`config.mk`:
```
export PLATFORM = sky130hd
export DESIGN_NAME = filter_peak_ctrl
export DESIGN_NICKNAME = d
export VERILOG_FILES = /design/src/rtl/filter_peak_ctrl.sv
export SDC_FILE = /design/constraint.sdc
export NUM_CORES = 1
export LEC_CHECK = 0
export CORE_MARGIN = 3
export CORE_UTILIZATION = 35
export CTS_CLUSTER_DIAMETER = 30
export DETAILED_ROUTE_END_ITERATION = 8
export GPL_TIMING_DRIVEN = 0
export SYNTH_ARGS = -nofsm -noshare
export SYNTH_HDL_FRONTEND = slang
export SYNTH_SLANG_ARGS = --single-unit
```
`constraint.sdc`:
```
create_clock -name clk -period 5.45 [get_ports clk]
set_clock_uncertainty 0.2 [all_clocks]
set_input_delay 1.09 -clock clk [delete_from_list [all_inputs] [get_ports clk]]
set_output_delay 1.09 -clock clk [all_outputs]
set_load 0.01 [all_outputs]
```
`src/rtl/filter_peak_ctrl.sv`:
```
// Peak-detect controller for a shaped (trapezoidal) filter stream.
// Finds threshold crossings, tracks the pulse maximum, flags pile-up when
// a pulse stays above threshold too long, and hands events to a consumer
// through a single-entry buffer with a saturating drop counter.
module filter_peak_ctrl #(
    parameter int unsigned DATA_W    = 16,
    parameter int unsigned TS_W      = 32,
    parameter int unsigned MAX_WIDTH = 64,
    parameter int unsigned DEAD_LEN  = 16
) (
    input  logic              clk,
    input  logic              reset,
    input  logic              enable,
    input  logic [DATA_W-1:0] filter_data,
    input  logic              filter_valid,
    input  logic [DATA_W-1:0] threshold,
    output logic              evt_valid,
    input  logic              evt_ready,
    output logic [DATA_W-1:0] evt_amp,
    output logic [TS_W-1:0]   evt_time,
    output logic              evt_pileup,
    output logic              busy,
    output logic [15:0]       drop_cnt
);

    localparam int unsigned WID_W  = $clog2(MAX_WIDTH + 1);
    localparam int unsigned DEAD_W = (DEAD_LEN < 1) ? 1 : $clog2(DEAD_LEN + 1);

    typedef enum logic [1:0] {
        IDLE  = 2'd0,
        ARM   = 2'd1,
        TRACK = 2'd2,
        DEAD  = 2'd3
    } state_t;

    state_t                   state;
    logic [TS_W-1:0]          ts;
    logic signed [DATA_W-1:0] peak;
    logic [TS_W-1:0]          start_time;
    logic [WID_W-1:0]         width;
    logic [DEAD_W-1:0]        dead_cnt;

    logic signed [DATA_W-1:0] sample;
    logic signed [DATA_W-1:0] thr_s;
    logic signed [DATA_W-1:0] peak_next;
    logic signed [DATA_W-1:0] evt_peak;
    logic [WID_W-1:0]         width_next;
    logic                     above;
    logic                     end_fall;
    logic                     end_pile;
    logic                     evt_write;

    // Signed compare helpers and end-of-pulse detection
    always_comb begin
        sample     = $signed(filter_data);
        thr_s      = $signed(threshold);
        above      = sample > thr_s;
        peak_next  = (sample > peak) ? sample : peak;
        width_next = width + WID_W'(1);
        end_fall   = enable && (state == TRACK) && filter_valid && !above;
        end_pile   = enable && (state == TRACK) && filter_valid && above
                     && (width_next == WID_W'(MAX_WIDTH));
        evt_write  = end_fall || end_pile;
        evt_peak   = end_pile ? peak_next : peak;
    end

    assign busy = (state == TRACK) || (state == DEAD);

    // Free-running sample timestamp, advances on every valid sample
    always_ff @(posedge clk) begin
        if (reset) begin
            ts <= '0;
        end else if (filter_valid) begin
            ts <= ts + TS_W'(1);
        end
    end

    // Crossing / tracking / dead-time state machine
    always_ff @(posedge clk) begin
        if (reset) begin
            state      <= IDLE;
            peak       <= '0;
            start_time <= '0;
            width      <= '0;
            dead_cnt   <= '0;
        end else if (!enable) begin
            state <= IDLE;
        end else begin
            case (state)
                IDLE: state <= ARM;
                ARM: begin
                    if (filter_valid && above) begin
                        state      <= TRACK;
                        peak       <= sample;
                        start_time <= ts;
                        width      <= WID_W'(1);
                    end
                end
                TRACK: begin
                    if (filter_valid) begin
                        if (evt_write) begin
                            state    <= DEAD;
                            dead_cnt <= '0;
                        end else begin
                            peak  <= peak_next;
                            width <= width_next;
                        end
                    end
                end
                DEAD: begin
                    if (filter_valid) begin
                        if (dead_cnt < DEAD_W'(DEAD_LEN)) begin
                            dead_cnt <= dead_cnt + DEAD_W'(1);
                        end else if (!above) begin
                            state <= ARM;
                        end
                    end
                end
                default: state <= IDLE;
            endcase
        end
    end

    // Single-entry event buffer; a write while full is dropped unless the
    // consumer is taking the old entry on the same edge
    always_ff @(posedge clk) begin
        if (reset) begin
            evt_valid  <= 1'b0;
            evt_amp    <= '0;
            evt_time   <= '0;
            evt_pileup <= 1'b0;
            drop_cnt   <= '0;
        end else if (evt_write) begin
            if (evt_valid && !evt_ready) begin
                if (drop_cnt != 16'hFFFF) begin
                    drop_cnt <= drop_cnt + 16'd1;
                end
            end else begin
                evt_valid  <= 1'b1;
                evt_amp    <= evt_peak;
                evt_time   <= start_time;
                evt_pileup <= end_pile;
            end
        end else if (evt_valid && evt_ready) begin
            evt_valid <= 1'b0;
        end
    end

endmodule
```
==> results.py <==
metrics = {
    "yosys": {
        "synth_top_cell_by_area": "dfxtp_1",
        "yosysWarnings": 0,
        "seq_area_frac_synth": 0.431,
        "synth.net_count": 948,
        "syn_area_um2": 7420,
        "yosysMostFrequentCell": "dfxtp_1",
        "synth_top_cells_by_count": "160 x dfxtp_1, 104 x nand2_1, 99 x nor2_1",
        "synth-main-ff-cell": "dfxtp_1",
        "synth-seq-cells": 160,
        "synth_cell_types": 50,
        "syn_inst": 871,
        "syn_avg_cell_area_um2": 8.52,
        "synth_edf_count": 0,
        "synthDominantCellAreaShare": 0.431,
        "synthArstFlopShare": 0,
        "synthTopCellsByArea": "dfxtp_1 43%, mux2i_1 7.0%, ha_1 6.7%",
    },
    "timing": {
        "tns_ps": 0,
        "hold_viol": 0,
        "worst_slew_pin_slew_ps": 756,
        "max_freq_mhz": 207,
        "drv_slew": 0,
        "rsz0062_at_grt": "false",
        "fin_crit_sh": 0.888,
        "setup_viol": 0,
        "finalCriticalPeriod_ps": 4840,
        "fin_ws_ps": 613,
        "slew_headroom": 0.493,
    },
    "grt": {
        "grt_pass1_wl_um": 29300,
        "grt_max_degree": 17,
        "grt_usage": 0.160,
        "grt_pass1_vias": 5807,
        "antenna_found_initial": 0,
        "grt.overflow.total": 0,
    },
    "clocking": {
        "clock_latency_ps": 420,
        "cts_resized": 0,
        "cts_root_buf": "clkbuf_16",
        "clk_pin_slew_ps": 60,
        "cts_tree": "built",
        "post_cts_buffers": 0,
        "htree_levels": 4,
        "numCtsBuffers": 17,
        "clk_path_buf_depth": 2,
        "clock_sink_count": 160,
        "cts_hold_buf": 0,
    },
    "drt": {
        "num_vias": 6294,
        "dr.pass1.iters": 4,
        "avgRoutedWirePerCell_um": 14.2,
        "drt-initial-drc-count": 282,
        "wl_um": 18100,
        "drcViolationCount": 0,
        "final_antenna_net_count": 0,
        "vias_per_cell": 4.94,
    },
    "worst_setup_path": {
        "crit_chain": "clkdlybuf4s50_1 -> ha_1 -> nand4_2 -> o311ai_0 -> nor4_2 -> o21bai_1 -> and3_1 -> clkbuf_1 -> clkbuf_1 -> nor2_1 -> a211oi_1",
        "arrival_ps": 4950,
        "path_depth": 11,
        "critPathKind": "in2reg",
        "path_max_fanout": 10,
        "rr_worst_depth": 11,
        "cpLargestDelayFamily": "buffers and inverters",
        "crit_buf_inv": 3,
        "crit_path_end_kind": "register",
        "worstSetupEndpoint": "evt_amp[8]",
        "r2r_end": "evt_amp[8]",
        "startpoint": "filter_data[15]",
        "crit_slowest_cell": "o311ai_0",
        "critical_path_required_ps": 5570,
        "ff2ff_setup_slack_ps": 1740,
        "start_kind": "input pin",
        "r2r-start": "width[0]",
        "cpMostUsedCell": "clkbuf_1",
        "cpPeakStageDelay_ps": 640,
    },
    "pwr": {
        "vdd_drop_max_mv": 0.222,
        "leakagePower_nw": 3.46,
        "powerDensity_nw_per_um2": 264,
    },
    "placed_design": {
        "io_buffers": 101,
        "dpl.hpwl_um": 13700,
        "place.gp.congestion": 0.804,
        "pre_cts_ws_ps": 200,
        "placed_cells": 1242,
    },
    "floorplanning": {
        "core_area_um2": 20600,
        "die_h_um": 152,
        "rows": 52,
        "fp.dieW_um": 152,
        "initial_core_util": 0.361,
        "die-area_um2": 23000,
        "io_pins": 104,
    },
    "layout": {
        "layout-drive-gt1-share": 0.0459,
        "final_util": 0.454,
        "multiInputGateArea_um2": 3870,
        "fillers": 2125,
        "syn_to_final_growth_pct": 25.8,
        "fin_cells": 1273,
        "seqCellArea_um2": 3200,
        "diodes": 0,
        "nNetsFinal": 1068,
    },
    "run": {
        "drv_cap": 0,
    },
    "min_path": {
        "worst_hold_path_type": "reg2reg",
    },
    "run_status": {
        "status": "finished clean",
    },
}
-- routing by layer --
layer / vias up / wire (um) / GRT usage
li1: 3266 / - / -
met1: 2898 / 8930 / 0.221
met2: 112 / 8140 / 0.251
met3: 18 / 815 / 0.0402
met4: 0 / 204 / 0.0404
met5: - / 0 / 0
-- through the flow --
stage          hold WS, ps  total power, mW  area (um2)
6_report               252             2.46        9340
5_1_grt                268             2.57        9340
4_1_cts                255             2.49        9340
3_5_place_dp           246             1.37        8770
3_3_place_gp           240             1.37        8770
2_1_floorplan          232             1.30        7420
-- kinds of logic after synthesis --
logic type | count (synthesis) | synth area share
adders and majority gates | 40 | 0.0674
muxes | 52 | 0.0701
DFF | 160 | 0.431
and+or+nand+nor | 330 | 0.212
xor gates and xnor gates | 35 | 0.0413
AOI/OAI and AO/OA | 167 | 0.132
buffers and inverters | 87 | 0.0465
-- area by class of cell --
type,instances,share of cell area
Tap cell,270,0.0362
Clock inverter,4,0.00241
Timing Repair Buffer,101,0.108
Clock buffer,27,0.0582
Multi-Input combinational cell,624,0.415
Sequential cell,160,0.343
Buffer,46,0.0205
Inverter,41,0.0165
-- tightest hold or removal path, stage by stage, from the launching register on --
cell     delay (ps)
dfxtp_1         310
nand2_1          50
a21oi_1          50
-- state kept, by name, summed over array words and instances, names as in the netlist --
signal      cells
evt_pileup      1
drop_cnt       16
dead_cnt        5
state           2
evt_time       32
peak           16
ts             32
evt_valid       1
start_time     32
width           7
evt_amp        16
-- cell usage in the layout (no fill, tap or decap), types with 2 or more instances in the layout --
cell type	n
nor2_1	99
nand2b_1	3
a211oi_1	20
clkbuf_16	17
buf_1	5
nor3b_1	2
and3_1	14
o21a_1	4
nor4_2	2
buf_2	6
xnor2_1	12
nor3_1	3
dfxtp_1	160
nand4b_1	4
clkbuf_8	8
a41oi_1	2
clkinv_2	3
xor2_1	23
clkdlybuf4s50_1	101
nand4_1	13
a31oi_1	5
nand2_1	104
ha_1	40
or3_1	15
a21o_1	7
nand3_1	46
o21ai_0	36
mux2i_1	52
clkbuf_1	36
nor2b_1	4
inv_1	41
a21oi_1	80
and2_1	4
o311a_2	2
or4_1	2
and4_1	9
-- power by group --
part	total, mW	internal, mW	switching (mW)
Clock	1.12	0.675	0.443
Combinational	0.162	0.0668	0.0950
Sequential	1.18	1.18	0.00599
Total	2.46	1.92	0.544
-- worst min-delay path by stage --
stage / cells past startpoint / to / startpoint / slack (ps)
2_1_floorplan: 2 / evt_time[0] / start_time[0] / 230
3_3_place_gp: 2 / evt_time[0] / start_time[0] / 240
6_report: 2 / evt_time[14] / start_time[14] / 250
5_1_grt: 2 / evt_time[26] / evt_time[26] / 270
3_5_place_dp: 2 / evt_time[0] / start_time[0] / 250
4_1_cts: 2 / evt_time[0] / start_time[0] / 250
No activity file was read; power rests on OpenSTA's default activity.
==> edit, RTL diff (same settings) <==
Reset style: asynchronous (`reset`), changed in 3 clocked blocks.
--- a/src/rtl/filter_peak_ctrl.sv
+++ b/src/rtl/filter_peak_ctrl.sv
@@ -69,3 +69,3 @@
     // Free-running sample timestamp, advances on every valid sample
-    always_ff @(posedge clk) begin
+    always_ff @(posedge clk or posedge reset) begin
         if (reset) begin
@@ -78,3 +78,3 @@
     // Crossing / tracking / dead-time state machine
-    always_ff @(posedge clk) begin
+    always_ff @(posedge clk or posedge reset) begin
         if (reset) begin
@@ -125,3 +125,3 @@
     // consumer is taking the old entry on the same edge
-    always_ff @(posedge clk) begin
+    always_ff @(posedge clk or posedge reset) begin
         if (reset) begin
Function: differs if reset is asserted again (counterexample within 4 cycles, from zero or initial values and one cycle with reset high); with reset held inactive, the same outputs for 4 cycles.
==> edit against the original RTL <==
Global-route usage down 2.3 points; synthesized area up 6.6%; sequential cell count unchanged; cell area up 6.4%; first-iteration DRC count down 34%; non-clock buffer count down 22; worst setup slack better by 0.57 ns; via count down 18%; wire length down 11%.
Power is not compared: it rests on default switching activity, and its combinational part moved more than twofold at a synthesized area within 25%.
==> edit: results (changes against the original RTL) <==
Outcome
  – Outcome: finished, final reports clean

Logic synthesis
  – Synth unique cells: 59 (+18%)
  – Post-synth ARST share: 100.0% (+100 points)
  – Dominant cells by area after synthesis: dfrtp_1, mux2_2, ha_1
  – Syn Nets: 725 (-24%)
  – Sequential fraction of the synthesis area: 50.59% (+7.4 points)
  – Synth cell count leaders: dfrtp_1, mux2_2, inv_1

Timing
  – PnR worst setup slack: 1.179 ns (+0.5664 ns)
  – Final hold slack: 0.2804 ns (+0.02880 ns)
  – Slew HR: 47.17% (-2.1 points)

Global route
  – GR Util met3: 3.540% (-0.48 points)
  – Largest net degree at the start of global routing: 42 (+25)
  – Vias in the first global route: 5285 (-9.0%)
  – GR Util met1: 19.61% (-2.4 points)
  – Met2 Use GR: 20.16% (-4.9 points)
  – Total Routing Usage GR: 13.68% (-2.3 points)
  – First-pass GRT wire length: 26.91 mm (-8.2%)

Place
  – IO Port Bufs: 102 (+0.99%)
  – DP Worst Slack: 0.6839 ns (+0.4844 ns)
  – Final Wtd Congestion: 0.7726 (-3.9%)
  – DP Cell Count: 1033 (-17%)
  – Dpl hpwl: 11.42 mm (-16%)

Critical path
  – Reg2Reg Setup Slack: 2.00 ns (+0.26 ns)
  – WP data arrival: 4.39 ns (-0.56 ns)

Clock tree
  – TritonCTS Buffers: 17 (unchanged)
  – Setup bufs post-CTS: 0 (unchanged)
  – CTS resizes: 0 (unchanged)

Detailed routing
  – DRT iter0 DRCs: 185 (-34%)
  – Vias/cell: 4.869 (-1.5%)
  – DR WL/cell: 15.05 um (+5.9%)

Final layout
  – Final Non-Filler Cells: 1065 (-16%)
  – Ratio of cells with drive above 1 in the final layout: 22.29% (+18 points)
  – Register area: 0.004004 sq mm (+25%)
  – Filler cell count: 2065 (-2.8%)
==> edit: area by class of cell <==
class | instances | area share, %
Multi-Input combinational cell | 422 | 36.36
Clock buffer | 19 | 4.458
Sequential cell | 160 | 40.30
Buffer | 19 | 1.259
Tap cell | 280 | 3.526
Timing Repair Buffer | 106 | 11.08
Clock inverter | 13 | 1.234
Inverter | 46 | 1.776
==> edit: power by group through the flow <==
stage	Sequential (mW)	Combinational, mW	Clock [mW]
floorplan	1.57	0.571	0
global placement	1.58	0.871	0
detailed placement	1.58	0.894	0
CTS	1.56	0.900	1.18
global route	1.59	0.992	1.23
finish	1.56	0.886	1.14
==> edit: cells by family (layout without fill, tap and decap cells) <==
| logic type | count (synthesis) | count (layout) | synth area share (%) |
|---|---|---|---|
| mux | 120 | 120 | 18.42 |
| flops | 160 | 160 | 50.59 |
| simple gates | 153 | 153 | 10.20 |
| fa+ha+maj | 41 | 41 | 6.482 |
| buf+inv | 65 | 203 | 3.763 |
| xor+xnor | 47 | 47 | 5.202 |
| compound gates | 61 | 61 | 5.344 |
==> edit: worst max-delay path: stages <==
cell and delay [ns]:
clkdlybuf4s50_1 0.50, ha_1 0.36, nand3_1 0.12, or4_1 0.57, a21o_1 0.18, a31oi_1 0.32, o2111a_1 0.24, buf_4 0.16
buf_4 0.22, mux2_2 0.35, mux2_2 0.26
==> edit: worst paths after layout <==
kind	endpoint	from	depth (start not counted)
max	evt_amp[3]	filter_data[13]	11
min	ts[31]	ts[31]	1
max reg2reg	evt_amp[3]	peak[15]	11
min reg2reg	ts[31]	ts[31]	1
max in group asynchronous	peak[1]	reset	4
min in group asynchronous	evt_time[10]	reset	2
==> edit: per-layer routing <==
layer	vias up	share of wire, %
met3	22	4.5
met1	2530	51
met2	99	43
li1	2533	-
met4	2	1.6
met5	-	0.081
